==> config.mk <==
export PLATFORM = sky130hd
export DESIGN_NAME = x37_bcd_display_flat
export DESIGN_NICKNAME = d
export VERILOG_FILES = /design/src/rtl/x37_bcd_display_pkg.sv /design/src/rtl/x37_bcd_display_if.sv /design/src/rtl/x37_bcd_display_seg7_decode.sv /design/src/rtl/x37_bcd_display.sv /design/src/flat_wrapper.sv
export SDC_FILE = /design/constraint.sdc
export NUM_CORES = 1
export LEC_CHECK = 0
export BUFFER_PORTS_ARGS = -buffer_cell sky130_fd_sc_hd__buf_2
export CAP_MARGIN = 15
export CORE_ASPECT_RATIO = 0.5
export CORE_MARGIN = 2
export CORE_UTILIZATION = 50
export DETAILED_ROUTE_END_ITERATION = 10
export GPL_TIMING_DRIVEN = 1
export PLACE_DENSITY = 0.74
export SLEW_MARGIN = 20
export SYNTH_ARGS = -nofsm -noshare
export SYNTH_HDL_FRONTEND = slang
export SYNTH_SLANG_ARGS = --single-unit
==> constraint.sdc <==
create_clock -name clk -period 2.4 [get_ports clk]
set_input_delay 0.24 -clock clk [delete_from_list [all_inputs] [get_ports clk]]
set_output_delay 0.24 -clock clk [all_outputs]
set_load 0.01 [all_outputs]
==> src/rtl/x37_bcd_display_pkg.sv <==
// Shared definitions for the x37 BCD display stage: FSM state encoding,
// seven-segment patterns ({g,f,e,d,c,b,a}, active-high) and datapath widths.
package x37_bcd_display_pkg;

  localparam int unsigned PROD_W = 11;          // binary product width
  localparam int unsigned DIGITS = 4;           // BCD digits produced
  localparam int unsigned SHIFTS = 11;          // double-dabble shift steps
  localparam int unsigned BCD_W  = 4 * DIGITS;  // packed BCD width
  localparam int unsigned CNT_W  = 4;           // shift counter width
  localparam int unsigned SEG_W  = 7;           // segment pattern width

  typedef enum logic {
    IDLE  = 1'b0,
    SHIFT = 1'b1
  } state_t;

  localparam logic [SEG_W-1:0] SEG_0     = 7'h3F;
  localparam logic [SEG_W-1:0] SEG_1     = 7'h06;
  localparam logic [SEG_W-1:0] SEG_2     = 7'h5B;
  localparam logic [SEG_W-1:0] SEG_3     = 7'h4F;
  localparam logic [SEG_W-1:0] SEG_4     = 7'h66;
  localparam logic [SEG_W-1:0] SEG_5     = 7'h6D;
  localparam logic [SEG_W-1:0] SEG_6     = 7'h7D;
  localparam logic [SEG_W-1:0] SEG_7     = 7'h07;
  localparam logic [SEG_W-1:0] SEG_8     = 7'h7F;
  localparam logic [SEG_W-1:0] SEG_9     = 7'h6F;
  localparam logic [SEG_W-1:0] SEG_BLANK = 7'h00;

endpackage

==> src/rtl/x37_bcd_display_if.sv <==
// Product-in / display-out bundle of the x37 BCD display stage.
//   in_valid, in_prod : upstream product handshake (master drives)
//   in_ready          : stage idle, product can be accepted
//   out_valid         : one-cycle pulse when bcd/segments update
//   bcd               : {thousands, hundreds, tens, ones}
//   seg3..seg0        : registered seven-segment patterns, seg3 = thousands
interface x37_bcd_display_if;
  import x37_bcd_display_pkg::*;

  logic              in_valid;
  logic [PROD_W-1:0] in_prod;
  logic              in_ready;
  logic              out_valid;
  logic [BCD_W-1:0]  bcd;
  logic [SEG_W-1:0]  seg3;
  logic [SEG_W-1:0]  seg2;
  logic [SEG_W-1:0]  seg1;
  logic [SEG_W-1:0]  seg0;

  modport master (
    output in_valid, in_prod,
    input  in_ready, out_valid, bcd, seg3, seg2, seg1, seg0
  );

  modport slave (
    input  in_valid, in_prod,
    output in_ready, out_valid, bcd, seg3, seg2, seg1, seg0
  );

endinterface

==> src/rtl/x37_bcd_display_seg7_decode.sv <==
// Combinational BCD digit to seven-segment decoder.
//   digit : 4-bit BCD digit (0-9; anything else shows blank)
//   seg   : pattern {g,f,e,d,c,b,a}, active-high
module x37_bcd_display_seg7_decode
  import x37_bcd_display_pkg::*;
(
  input  logic [3:0]       digit,
  output logic [SEG_W-1:0] seg
);

  always_comb begin
    seg = SEG_BLANK;
    case (digit)
      4'd0: seg = SEG_0;
      4'd1: seg = SEG_1;
      4'd2: seg = SEG_2;
      4'd3: seg = SEG_3;
      4'd4: seg = SEG_4;
      4'd5: seg = SEG_5;
      4'd6: seg = SEG_6;
      4'd7: seg = SEG_7;
      4'd8: seg = SEG_8;
      4'd9: seg = SEG_9;
      default: seg = SEG_BLANK;
    endcase
  end

endmodule

==> src/rtl/x37_bcd_display.sv <==
// Sequential binary-to-BCD converter and seven-segment driver for the x37
// multiplier product. A product accepted on the handshake is converted by an
// 11-step shift-and-add-3 engine; the final step loads the registered BCD and
// segment outputs and pulses out_valid for one cycle.
//   clk, rst      : clock, asynchronous active-high reset
//   bus (slave)   : in_valid/in_prod/in_ready handshake, out_valid, bcd,
//                   seg3..seg0
//   BLANK_LEADING : 1 = leading zero digits above ones are driven blank
module x37_bcd_display
  import x37_bcd_display_pkg::*;
#(
  parameter bit BLANK_LEADING = 1'b1
)
(
  input  logic             clk,
  input  logic             rst,
  x37_bcd_display_if.slave bus
);

  localparam int unsigned SR_W = BCD_W + PROD_W;

  state_t                        state;
  state_t                        state_nx;
  logic [CNT_W-1:0]              cnt;
  logic [SR_W-1:0]               sr;
  logic [SR_W-1:0]               sr_fix;
  logic [SR_W-1:0]               sr_nx;
  logic                          last_shift;
  logic [DIGITS-1:0][3:0]        dig;
  logic [DIGITS-1:0][SEG_W-1:0]  seg_raw;
  logic [DIGITS-1:0][SEG_W-1:0]  seg_bl;
  logic [DIGITS-1:0][SEG_W-1:0]  seg_q;

  assign last_shift = (state == SHIFT) && (cnt == CNT_W'(SHIFTS - 1));

  always_ff @(posedge clk or posedge rst) begin
    if (rst) state <= IDLE;
    else     state <= state_nx;
  end

  always_comb begin
    state_nx     = state;
    bus.in_ready = 1'b0;
    case (state)
      IDLE: begin
        bus.in_ready = 1'b1;
        if (bus.in_valid) state_nx = SHIFT;
      end
      SHIFT: begin
        if (last_shift) state_nx = IDLE;
      end
      default: state_nx = IDLE;
    endcase
  end

  // Add-3 correction on every BCD nibble, then shift the whole register.
  always_comb begin
    sr_fix = sr;
    for (int unsigned i = 0; i < DIGITS; i++) begin
      if (sr_fix[PROD_W + 4*i +: 4] >= 4'd5)
        sr_fix[PROD_W + 4*i +: 4] = sr_fix[PROD_W + 4*i +: 4] + 4'd3;
    end
    sr_nx = {sr_fix[SR_W-2:0], 1'b0};
  end

  // Decode from the post-shift value so the final edge can load segments
  // together with bcd.
  for (genvar g = 0; g < DIGITS; g++) begin : g_dec
    assign dig[g] = sr_nx[PROD_W + 4*g +: 4];
    x37_bcd_display_seg7_decode u_seg7_decode (
      .digit (dig[g]),
      .seg   (seg_raw[g])
    );
  end

  always_comb begin
    seg_bl    = seg_raw;
    if (BLANK_LEADING) begin
      if (dig[3] == 4'd0)
        seg_bl[3] = SEG_BLANK;
      if (dig[3] == 4'd0 && dig[2] == 4'd0)
        seg_bl[2] = SEG_BLANK;
      if (dig[3] == 4'd0 && dig[2] == 4'd0 && dig[1] == 4'd0)
        seg_bl[1] = SEG_BLANK;
    end
  end

  always_ff @(posedge clk or posedge rst) begin
    if (rst) begin
      sr            <= '0;
      cnt           <= '0;
      bus.out_valid <= 1'b0;
      bus.bcd       <= '0;
      seg_q         <= '0;
    end else begin
      bus.out_valid <= 1'b0;
      case (state)
        IDLE: begin
          if (bus.in_valid) begin
            sr  <= {{BCD_W{1'b0}}, bus.in_prod};
            cnt <= '0;
          end
        end
        SHIFT: begin
          sr  <= sr_nx;
          cnt <= cnt + CNT_W'(1);
          if (last_shift) begin
            bus.bcd       <= sr_nx[SR_W-1 -: BCD_W];
            seg_q         <= seg_bl;
            bus.out_valid <= 1'b1;
          end
        end
        default: ;
      endcase
    end
  end

  assign bus.seg3 = seg_q[3];
  assign bus.seg2 = seg_q[2];
  assign bus.seg1 = seg_q[1];
  assign bus.seg0 = seg_q[0];

endmodule

==> src/flat_wrapper.sv <==
// flat-port wrapper written by rule: the top's interface ports become plain ports
module x37_bcd_display_flat import x37_bcd_display_pkg::*;
#(
  parameter bit BLANK_LEADING = 1'b1
)
  (clk, rst, bus_in_valid, bus_in_prod, bus_in_ready, bus_out_valid, bus_bcd, bus_seg3, bus_seg2, bus_seg1, bus_seg0);
  x37_bcd_display_if bus_i ();
  input  logic clk;
  input  logic rst;
  input wire logic [$bits(bus_i.in_valid)-1:0] bus_in_valid;
  input wire logic [$bits(bus_i.in_prod)-1:0] bus_in_prod;
  output wire logic [$bits(bus_i.in_ready)-1:0] bus_in_ready;
  output wire logic [$bits(bus_i.out_valid)-1:0] bus_out_valid;
  output wire logic [$bits(bus_i.bcd)-1:0] bus_bcd;
  output wire logic [$bits(bus_i.seg3)-1:0] bus_seg3;
  output wire logic [$bits(bus_i.seg2)-1:0] bus_seg2;
  output wire logic [$bits(bus_i.seg1)-1:0] bus_seg1;
  output wire logic [$bits(bus_i.seg0)-1:0] bus_seg0;
  assign bus_i.in_valid = bus_in_valid;
  assign bus_i.in_prod = bus_in_prod;
  assign bus_in_ready = bus_i.in_ready;
  assign bus_out_valid = bus_i.out_valid;
  assign bus_bcd = bus_i.bcd;
  assign bus_seg3 = bus_i.seg3;
  assign bus_seg2 = bus_i.seg2;
  assign bus_seg1 = bus_i.seg1;
  assign bus_seg0 = bus_i.seg0;
  x37_bcd_display #(.BLANK_LEADING(BLANK_LEADING)) u_core (.clk(clk), .rst(rst), .bus(bus_i));
endmodule
* Word-level counts from Yosys, hierarchy flattened
Memories as Yosys holds them, arrays and structs flattened. A register that Yosys moved wholly into a read port is not among the register bits. Index checks and enable logic that the tools add are counted.
Cells by class: reductions and logical operators 7, $add $sub $neg 5, eq/ne operators 2, magnitude comparators 4, bitwise operators 1, multiplexer cells 17
Operator list (count):
- 27-bit case mux with 2 select lines | 1
- 27-bit 2-to-1 mux | 1
- 7-bit 2-to-1 mux | 3
- 4-bit by 3-bit greater-or-equal comparator with 1-bit output, second input constant | 4
- 4-bit 2-to-1 mux | 4
- 4-bit by 2-bit adder with 4-bit output, second input constant | 3
- 4-bit zero test | 3
- 4-bit case mux with 2 select lines | 1
- 1-bit 2-to-1 mux | 5
- 4-bit by 1-bit adder with 4-bit output, second input constant | 1
- 4-bit == test, second input constant | 1
- 3-bit by 2-bit adder with 3-bit output, second input constant | 1
- 1-bit logical AND | 3
- 3-bit 2-to-1 mux | 1
- 2-bit != test, second input constant | 1
- 1-bit case mux with 2 select lines | 1
- 2-bit AND reduction | 1
- 1-bit NOT | 1
Storage, ports and cells: flip-flop bits (word level) 70, output and inout port bits 46, input bits 14, memories 4, logic and storage cells 48, ROM bits 448
Memory list:
- (name not given) | depth 16, bits a word 7, read ports 1, clocked after memory_dff 1, write ports 0, line x37_bcd_display_seg7_decode.sv:13 | case (digit)
- (name not given) | depth 16, bits a word 7, read ports 1, clocked after memory_dff 0, write ports 0, line x37_bcd_display_seg7_decode.sv:13
- (name not given) | depth 16, bits a word 7, read ports 1, clocked after memory_dff 0, write ports 0, line x37_bcd_display_seg7_decode.sv:13
- (name not given) | depth 16, bits a word 7, read ports 1, clocked after memory_dff 0, write ports 0, line x37_bcd_display_seg7_decode.sv:13

* Logic depth before layout (Yosys ltp)
Gate-level depths: netlist of the first run.
depth in word-level cells 6, gate-level depth with buffers 11, mapped depth without buffers 11

* Modules after synthesis
Synthesis of the first run repeated with hierarchy kept, for this count alone.
Unflattened totals: cell total of the unflattened synthesis 480, area total of the unflattened synthesis 4379.2 sq um
By module, submodules not included:
- x37_bcd_display | area each 3554.7 sq um, times used 1, cells an instance 374, sequential area each 1926.8 sq um
- x37_bcd_display_seg7_decode at u_core.g_dec[0].u_seg7_decode ... | area each 201.4 sq um, times used 3, cells an instance 26, sequential area each 0.0 sq um
- x37_bcd_display_seg7_decode at u_core.g_dec[1].u_seg7_decode | area each 220.2 sq um, times used 1, cells an instance 28, sequential area each 0.0 sq um

* Worst setup path after synthesis of the first run
OpenSTA, ideal clock, no wires.
path kind reg-to-reg, from register u_core.sr[20], to register u_core.seg_q, in the netlist u_core.bus.seg1[5], buffers on the path 0, stages on the path, launching flop included 12, clock period less this slack 2485 ps, setup time 95 ps, slack -85 ps, arrival 2390 ps, data required time 2305 ps, path through dfrtp_1 inv_1 ha_1 nand2b_2 a21oi_4 xnor2_1 inv_1 ha_1 nand4_2 nor2_2 a41o_2 o31ai_1
On the way: word-level cells in the longest chain between the ends 6, elaborated cells on any way between the ends 8, classes of those cells add/sub: 1; order compare: 1; mux: 2; reduce/logical: 4
RTL lines:
- from (decl) | line x37_bcd_display.sv:25 | logic [SR_W-1:0] sr;
- from (signal assigned) | line x37_bcd_display.sv:100 | sr <= {{BCD_W{1'b0}}, bus.in_prod};
- from (signal assigned) | line x37_bcd_display.sv:105 | sr <= sr_nx;
- 4-bit by 2-bit adder with 4-bit output / 4-bit by 3-bit greater-or-equal comparator with 1-bit output (equally long branches) | line x37_bcd_display.sv:61, x37_bcd_display.sv:60
- 4-bit 2-to-1 mux * | line x37_bcd_display.sv:60 | if (sr_fix[PROD_W + 4*i +: 4] >= 4'd5)
- 4-bit zero test | line x37_bcd_display.sv:83 | if (dig[3] == 4'd0 && dig[2] == 4'd0 && dig[1] == 4'd0)
- 1-bit logical AND * (2 in a row) | line x37_bcd_display.sv:83
- 7-bit 2-to-1 mux * | line x37_bcd_display.sv:83
- to (signal assigned) | line x37_bcd_display.sv:109 | seg_q <= seg_bl;
- to (decl) | line x37_bcd_display.sv:32 | logic [DIGITS-1:0][SEG_W-1:0] seg_q;
Every way passes the cells marked *; elsewhere a longest branch is shown, timed or not. A chain may end at the register's enable or synchronous reset.

* Final worst setup path of the first run
Same ends and word-level chain as after synthesis.

==> impl_metrics.py, run 1 <==
metrics = {
    "floorplanning": {
        "rows": 23,
        "core_um2": 8000,
        "io_pins": 60,
        "dieWidth_um": 133,
        "dieArea_um2": 9050,
        "die_y_um": 68.3,
        "start_util_pct": 51.6,
    },
    "pwr": {
        "leakage_uw": 0.00245,
        "ir_worst_vdd_mv": 0.669,
        "power.density_nw_per_um2": 1730,
    },
    "yosys": {
        "syn_nets": 470,
        "netlist.area_leader.share_pct": 46.7,
        "syn_inst": 431,
        "ys_ff_latch": 77,
        "ys_types": 53,
        "synth_seq_area_share_pct": 46.7,
        "synthesis.area_um2": 4130,
        "synth_top_cells_by_area": "dfrtp_1 (47%), ha_1 (7.6%), nand2_1 (7.2%)",
        "postSynthAreaPerCell_um2": 9.58,
        "async_reset_ff_share_pct": 100,
        "yosysTopAreaCell": "dfrtp_1",
        "synth_flop_cell": "dfrtp_1",
        "synth_edf_count": 0,
        "synth_warnings": 0,
    },
    "setup_path": {
        "r2r-start": "u_core.sr[20]",
        "worst_path_most_repeated_cell": "inv_2",
        "worst-path-max-fanout": 6,
        "critPathLaunchType": "register",
        "r2r_end": "u_core.bus.seg1[5]",
        "r2r_setup_slack_ns": 0.08,
        "crit_arrival_ns": 2.57,
        "crit_buf_inv": 2,
        "slowest_stage": "dfrtp_1",
        "cp_top_family": "compound AO/OA/AOI/OAI gates",
        "endpoint_kind": "register",
        "max_stage_delay_ns": 0.40,
        "reg2reg_depth": 11,
        "crit_required_ns": 2.65,
        "crit_type": "reg2reg",
        "path_cells": "inv_2 > ha_1 > nand2b_2 > a21oi_4 > xnor2_4 > inv_2 > ha_2 > nand4_4 > nor2_4 > a41o_4 > o31ai_1",
    },
    "worst_hold_path": {
        "min-delay-path-class": "in2async",
    },
    "layout": {
        "nets": 547,
        "mostFrequentLayoutCells": "nand2_1 (79), dfrtp_1 (77), buf_2 (59)",
        "area_growth_pct": 22.5,
        "register_area_um2": 1930,
        "drive_gt1_share_pct": 26.1,
        "fin_cells": 625,
        "multi_input_area_um2": 2110,
        "antennaDiodeCount": 0,
        "fill_cells": 694,
        "final_common_cell": "nand2_1",
    },
    "placed_design": {
        "hpwl_um": 6070,
        "dp_cells": 605,
        "io_buffers": 59,
        "gp_congestion": 0.873,
        "dpl_worst_slack_ns": -0.0136,
    },
    "clock_tree": {
        "cts_tree": "done",
        "clockBufferDepth": 2,
        "numCtsBuffers": 9,
        "htree_levels": 3,
        "cts_root_buf": "clkbuf_16",
        "clk_latency_ns": 0.34,
        "clk_pin_slew_ns": 0.06,
        "clock-sinks": 77,
        "cts_hold_buffers": 0,
    },
    "sta": {
        "fin_skew_ns": 0.00802,
        "setup_ws_ns": 0.0785,
        "hold_viol_final": 18,
        "clock.fmax_mhz": 431,
        "hold_ws_ns": -0.0119,
        "rsz0062_at_grt": "yes",
        "worst_slew_pin_slew_ns": 0.700,
        "relSlewSlack_pct": 53.3,
        "finalSetupViolCount": 0,
        "maxSlewViolCount": 0,
        "min_period_ns": 2.32,
        "timing.final.crit_share_pct": 96.7,
    },
    "flow_run": {
        "drv_cap": 0,
    },
    "routing": {
        "wl_um": 9030,
        "drtIter0Drc": 179,
        "antenna_left": 0,
        "drc_errors": 0,
        "firstDrtPassIters": 4,
        "via_per_inst": 5.31,
        "detail_route.wl_per_cell_um": 14.5,
        "num_vias": 3319,
    },
    "grt": {
        "overflow": 0,
        "antenna_found_initial": 0,
        "grt_max_degree": 66,
        "grt_pass1_wl_um": 15300,
        "gr-usage-all-layers_pct": 21.4,
        "first_global_vias": 3132,
    },
    "status": {
        "outcome": "complete, but fails checks",
        "violations": "negative hold slack",
    },
}
-- cell families (layout without fill, tap and decap cells) --
logic type | Yosys count | after routing | synth area share, %
AO/OA/AOI/OAI | 128 | 128 | 19.6
adder cells (fa/ha/maj) | 25 | 25 | 7.57
AND/OR/NAND/NOR | 132 | 132 | 14.5
flip-flops | 77 | 77 | 46.7
XOR/XNOR | 6 | 6 | 1.27
multiplexers | 24 | 24 | 6.63
buffers and inverters | 39 | 121 | 3.79
-- stage by stage --
step                hold WS, ns  cell area, µm²  power, µW  util (%)  setup TNS (ns)
finish                  -0.0119            5060       8750      63.3               0
global route             0.0514            5060       9560      63.3          -0.254
CTS                     0.00565            4970       8510      62.2               0
detailed placement        0.377            4670       7080      58.4         -0.0228
global placement          0.362            4670       6970      58.4               0
floorplan                 0.396            4140       5590         -               0
-- cells in the mapped netlist, types with 3 or more instances --
cell type,instances
a21oi_1,18
a211oi_1,4
clkbuf_1,13
nor3b_1,5
nand3_1,5
o22ai_1,15
mux2i_1,15
o21ai_0,44
nand2b_1,8
ha_1,25
inv_1,19
mux2_4,3
a22oi_1,3
o21ai_1,5
mux2_2,5
o31ai_1,10
xnor2_1,5
a21o_1,5
a31oi_1,4
buf_1,3
dfrtp_1,77
nor2_1,20
nand2_1,79
-- timing repair --
action	in CTS	in global routing
setup endpoints to repair	2	14
gates resized for setup	1	14
buffers inserted	0	4
pin swaps	0	4
-- final cells by class --
| cell class | count | share of cell area, % |
|---|---|---|
| clock inverters | 6 | 1.21 |
| multi-input cells | 315 | 41.7 |
| well taps | 112 | 2.77 |
| clock buffers | 10 | 4.72 |
| inverters | 20 | 1.48 |
| repair buffers | 85 | 10.0 |
| flip-flops and latches | 77 | 38.1 |
-- report_power, final --
part / total (µW) / internal [µW] / leakage (µW) / switching (µW)
clock: 1370 / 831 / 0.000149 / 542
combinational: 5080 / 2230 / 0.00133 / 2840
sequential: 2300 / 1880 / 0.000970 / 416
total: 8750 / 4950 / 0.00245 / 3800
-- routing by layer --
layer	track usage (%)	routed length (µm)
met3	5.26	511
met2	34.5	4010
met1	29.0	4430
met5	0	0
met4	6.72	80
-- state kept, by name (all words and copies together) (netlist names) --
signal / cells
u_core.sr: 27
u_core.bus.bcd: 16
u_core.bus.seg0: 7
u_core.bus.seg1: 7
u_core.bus.seg2: 7
u_core.bus.seg3: 7
u_core.cnt: 4
u_core.bus.out_valid: 1
u_core.state: 1
-- worst max path at each step --
stage | start | endpoint | slack [ns] | cells after the start
after CTS | u_core.sr[20] | u_core.bus.seg1[5] | 0.03 | 11
final | u_core.sr[20] | u_core.bus.seg1[5] | 0.08 | 11
after global placement | u_core.sr[20] | u_core.bus.seg1[6] | 0.14 | 11
after detailed placement | u_core.sr[20] | u_core.bus.seg1[5] | -0.01 | 11
after floorplan | u_core.sr[24] | u_core.bus.seg1[5] | 0.02 | 11
after global routing | u_core.sr[20] | u_core.bus.seg1[4] | -0.05 | 10
Power figures use the tool's default switching activity.
==> run 2: changes to the inputs <==
--- a/config.mk
+++ b/config.mk
@@ -13,6 +13,7 @@
 export DETAILED_ROUTE_END_ITERATION = 10
 export GPL_TIMING_DRIVEN = 1
 export PLACE_DENSITY = 0.74
+export SETUP_SLACK_MARGIN = 0.1
 export SLEW_MARGIN = 20
 export SYNTH_ARGS = -nofsm -noshare
 export SYNTH_HDL_FRONTEND = slang
==> run 2 against run 1 <==
Against the previous run: the run still ends with negative hold slack left; first-iteration DRC count up 16%; cell area grew 0.84%; sequential share of layout area down 0.27 points; maximum frequency grew 5.4%; total power fell by 0.27%; critical endpoint is now u_core.bus.seg1[6]; largest cell class unchanged.
==> impl_metrics.py, run 2 (synthesis results as in run 1) <==
metrics = {
    "status": {
        "outcome": "complete, but fails checks",
        "violations": "negative hold slack",
    },
    "layout": {
        "fin_util_pct": 63.8,
        "antennaDiodeCount": 0,
        "fin_cells": 625,
        "regMostFlops": "u_core.sr",
        "fill_cells": 666,
        "largest_reg_flops": 27,
        "final_common_cell": "nand2_1",
        "drive_gt1_share_pct": 27.5,
        "stdcell_area_um2": 5100,
        "mostFrequentLayoutCells": "nand2_1 (79), dfrtp_1 (75), buf_2 (59)",
        "layout_top_registers": "u_core.sr (27), u_core.bus.bcd (16)",
        "area_growth_pct": 23.6,
        "nets": 548,
    },
    "grt": {
        "first_global_vias": 3039,
        "gr-usage-all-layers_pct": 20.6,
        "grt_max_degree": 78,
        "overflow": 0,
        "antenna_found_initial": 0,
        "grt_pass1_wl_um": 14500,
    },
    "sta": {
        "maxSlewViolCount": 0,
        "relSlewSlack_pct": 54.2,
        "clock.fmax_mhz": 454,
        "min_period_ns": 2.20,
        "worst_slew_pin_slew_ns": 0.687,
        "hold_ws_ns": -0.00367,
        "hold_viol_final": 6,
        "rsz0062_at_grt": "yes",
        "finalSetupViolCount": 0,
        "setup_tns_ns": 0,
        "fin_skew_ns": 0.00690,
        "timing.final.crit_share_pct": 91.8,
    },
    "clock_tree": {
        "cts_hold_buffers": 0,
        "htree_levels": 3,
        "clock-sinks": 77,
        "clockBufferDepth": 2,
        "numCtsBuffers": 9,
        "cts_tree": "done",
        "clk_latency_ns": 0.34,
        "cts_root_buf": "clkbuf_16",
        "clk_pin_slew_ns": 0.06,
    },
    "pwr": {
        "leakage_uw": 0.00244,
        "power.density_nw_per_um2": 1710,
        "ir_worst_vdd_mv": 0.554,
    },
    "setup_path": {
        "path_cells": "ha_1 > nand2b_4 > a21oi_4 > xnor2_4 > inv_2 > ha_2 > nand4_2 > nor2_2 > a41o_4 > o31ai_2",
        "r2r_end": "u_core.bus.seg1[6]",
        "worst-path-max-fanout": 6,
        "slowest_stage": "dfrtp_2",
        "endpoint_kind": "register",
        "r2r_setup_slack_ns": 0.20,
        "crit_type": "reg2reg",
        "crit_required_ns": 2.66,
        "critPathLaunchType": "register",
        "reg2reg_depth": 10,
        "crit_arrival_ns": 2.46,
        "max_stage_delay_ns": 0.43,
        "r2r-start": "u_core.sr[19]",
    },
    "routing": {
        "firstDrtPassIters": 4,
        "detail_route.wl_per_cell_um": 14.1,
        "antenna_left": 0,
        "wl_um": 8800,
        "num_vias": 3281,
        "via_per_inst": 5.25,
        "drc_errors": 0,
        "drtIter0Drc": 207,
    },
    "placed_design": {
        "dp_cells": 602,
        "io_buffers": 59,
        "hpwl_um": 5910,
        "gp_congestion": 0.915,
        "dpl_cell_area_um2": 4690,
    },
    "floorplanning": {
        "dieArea_um2": 9050,
        "rows": 23,
        "start_util_pct": 51.6,
        "die_y_um": 68.3,
        "core_um2": 8000,
        "dieWidth_um": 133,
        "io_pins": 60,
    },
    "worst_hold_path": {
        "min-delay-path-class": "in2async",
    },
    "flow_run": {
        "drv_cap": 0,
    },
}
## run 2: area by class of cell
type / count / area, µm² / share of cell area (%)
repair buffers: 86 / 523 / 10.2
clock buffers: 13 / 240 / 4.71
multi-input cells: 315 / 2160 / 42.3
inverters: 20 / 78.8 / 1.54
flip-flops and latches: 77 / 1930 / 37.8
well taps: 112 / 140 / 2.75
clock inverters: 2 / 35.0 / 0.686
## run 2: where the power goes
group	internal [µW]	switching (µW)	total, µW
Clock	798	490	1290
Sequential	1890	417	2300
Combinational	2300	2840	5140
Total	4980	3740	8730
## run 2: metrics by stage
| stage | total power (µW) | hold slack, ns | setup WS, ns |
|---|---|---|---|
| 2_1_floorplan | 5650 | 0.396 | 0.132 |
| 3_3_place_gp | 6990 | 0.384 | 0.125 |
| 3_5_place_dp | 7070 | 0.387 | 0.0303 |
| 4_1_cts | 8570 | 0.0278 | 0.108 |
| 5_1_grt | 9480 | 0.0244 | 0.0776 |
| 6_report | 8730 | -0.00367 | 0.197 |
## run 2: how the worst max path moves through the flow
stage | startpoint | end
3_3_place_gp | u_core.sr[23] | u_core.bus.seg1[6]
5_1_grt | u_core.sr[15] | u_core.bus.seg1[5]
4_1_cts | u_core.sr[19] | u_core.bus.seg1[4]
6_report | u_core.sr[19] | u_core.bus.seg1[6]
2_1_floorplan | u_core.sr[19] | u_core.bus.seg1[5]
3_5_place_dp | u_core.sr[24] | u_core.bus.seg1[5]
## run 2: critical path: cells and delay by family (launching register included)
kind                     cells  cell delay, ns
buffers and inverters        1            0.08
AO/OA/AOI/OAI                3            0.68
AND/OR/NAND/NOR              3            0.31
XOR/XNOR                     1            0.18
flip-flops                   1            0.43
adder cells (fa/ha/maj)      2            0.42
## run 2: repair_timing
action | CTS | global route
pin swaps | 1 | 5
buffers inserted | 3 | 5
endpoints found under the setup margin | 9 | 17
resized for setup | 9 | 11
## run 2: routing by layer
layer / track usage [%] / vias to the layer above / share of wire (%)
met1: 27.7 / 1541 / 49
met4: 6.05 / 0 / 1.1
met5: 0 / - / 0
met3: 7.19 / 10 / 4.9
li1: - / 1663 / -
met2: 32.1 / 67 / 45
==> run 3: changes to the inputs <==
--- a/config.mk
+++ b/config.mk
@@ -9,11 +9,11 @@
 export CAP_MARGIN = 15
 export CORE_ASPECT_RATIO = 0.5
 export CORE_MARGIN = 2
-export CORE_UTILIZATION = 50
+export CORE_UTILIZATION = 52
 export DETAILED_ROUTE_END_ITERATION = 10
 export GPL_TIMING_DRIVEN = 1
-export PLACE_DENSITY = 0.74
-export SETUP_SLACK_MARGIN = 0.1
+export PLACE_DENSITY = 0.78
+export SETUP_SLACK_MARGIN = 0.05
 export SLEW_MARGIN = 20
 export SYNTH_ARGS = -nofsm -noshare
 export SYNTH_HDL_FRONTEND = slang
==> run 3 against run 2 <==
Against the previous run: the flow now finishes without violations; die area is 3.7% lower; combinational power is 2% higher; via count is 1.4% higher; sequential share of layout area is 0.080 points lower; wire length is 2.9% higher; cell area is 0.15% higher; flip-flop and latch count stayed put.
==> impl_metrics.py, run 3 (synthesis results as in run 1) <==
metrics = {
    "clock_tree": {
        "clock-sinks": 77,
        "cts_root_buf": "clkbuf_16",
        "cts_tree": "done",
        "htree_levels": 3,
        "numCtsBuffers": 9,
        "clk_latency_ns": 0.34,
        "clockBufferDepth": 2,
        "clk_pin_slew_ns": 0.06,
    },
    "flow_run": {
        "drv_cap": 0,
    },
    "floorplanning": {
        "start_util_pct": 55.0,
        "core_um2": 7510,
        "dieWidth_um": 130,
        "die_y_um": 67.0,
        "dieArea_um2": 8710,
        "io_pins": 60,
        "rows": 22,
    },
    "setup_path": {
        "crit_arrival_ns": 2.50,
        "critPathLaunchType": "register",
        "reg2reg_depth": 8,
        "worst-path-max-fanout": 10,
        "r2r_setup_slack_ns": 0.15,
        "crit_required_ns": 2.65,
        "endpoint_kind": "register",
        "crit_type": "reg2reg",
    },
    "sta": {
        "setup_ws_ns": 0.148,
        "maxSlewViolCount": 0,
        "worst_slew_pin_slew_ns": 0.665,
        "relSlewSlack_pct": 55.7,
        "clock.fmax_mhz": 444,
        "hold_viol_final": 0,
        "finalSetupViolCount": 0,
        "min_period_ns": 2.25,
        "fin_skew_ns": 0.00659,
        "setup_tns_ns": 0,
        "timing.final.crit_share_pct": 93.8,
        "rsz0062_at_grt": "yes",
    },
    "placed_design": {
        "gp_congestion": 0.882,
        "hpwl_um": 6380,
        "io_buffers": 59,
        "dpl_worst_slack_ns": -0.0269,
    },
    "grt": {
        "gr-usage-all-layers_pct": 23.2,
        "overflow": 0,
        "grt_max_degree": 43,
        "grt_pass1_wl_um": 15400,
        "first_global_vias": 3267,
        "antenna_found_initial": 0,
    },
    "routing": {
        "drc_errors": 0,
        "via_per_inst": 5.31,
        "detail_route.wl_per_cell_um": 14.5,
        "num_vias": 3327,
        "antenna_left": 0,
        "drtIter0Drc": 180,
        "wl_um": 9060,
        "firstDrtPassIters": 4,
    },
    "layout": {
        "regMostFlops": "u_core.sr",
        "drive_gt1_share_pct": 28.0,
        "area_growth_pct": 23.8,
        "final_common_cell": "nand2_1",
        "layout_top_registers": "u_core.sr (27), u_core.bus.bcd (16)",
        "antennaDiodeCount": 0,
        "nets": 553,
        "mostFrequentLayoutCells": "nand2_1 (79), dfrtp_1 (76), buf_2 (59)",
        "largest_reg_flops": 27,
    },
    "pwr": {
        "power.density_nw_per_um2": 1720,
        "ir_worst_vdd_mv": 0.665,
        "leakage_uw": 0.00246,
    },
    "worst_hold_path": {
        "min-delay-path-class": "in2reg",
        "hold_depth": 3,
    },
    "status": {
        "outcome": "finished, final reports clean",
    },
}
==> run 3: stage by stage <==
step	hold slack [ns]	std cells	area, µm²	total power (µW)	util [%]
finish	0.153	626	5110	8780	68.0
CTS	0.141	618	5010	8510	66.7
global route	0.162	626	5110	9570	68.0
floorplan	0.396	431	4170	5640	-
global placement	0.345	600	4690	6940	62.4
detailed placement	0.348	600	4690	7110	62.4
==> run 3: what timing repair did <==
| action | 4_1_cts | 5_1_grt |
|---|---|---|
| gates resized for setup | 5 | 10 |
| setup endpoints to repair | 5 | 20 |
| endpoints found under the hold margin | 25 | 0 |
| setup buffers | 2 | 8 |
| pin swaps | 1 | 6 |
| hold buffers | 1 | 0 |
==> run 3: critical path, cell delays in order, from the launching register on <==
cell and delay (ns):
dfrtp_1 0.43, inv_1 0.12, ha_2 0.23, nand2b_1 0.08
a21oi_1 0.23, buf_4 0.18, mux2_4 0.36, a41o_4 0.32
o31ai_1 0.22
==> run 3: power breakdown <==
| group | internal [µW] | switching (µW) |
|---|---|---|
| Sequential | 1890 | 412 |
| Clock | 746 | 507 |
| Combinational | 2340 | 2890 |
==> run 3: metal layers <==
metal	global-route usage (%)	routed length [µm]
met1	30.1	4460
met4	6.05	93
met3	8.11	494
met5	0	0
met2	37.5	4010
==> run 3: final cells by class <==
class                           instances  area [µm²]
Tap cell                              108         135
Timing Repair Buffer                   91         551
Clock buffer                           11         253
Sequential cell                        77        1930
Fill cell                             610        2400
Inverter                               20        78.8
Clock inverter                          4        23.8
Multi-Input combinational cell        315        2140
==> run 3: path summary, 6_finish.rpt <==
check,startpoint,to
max,u_core.sr[15],u_core.bus.seg1[6]
min,bus_in_prod[0],u_core.sr[0]
max reg2reg,u_core.sr[15],u_core.bus.seg1[6]
min reg2reg,u_core.bus.seg2[6],u_core.bus.seg2[6]
max in group asynchronous,rst,u_core.sr[19]
min in group asynchronous,rst,u_core.bus.bcd[4]
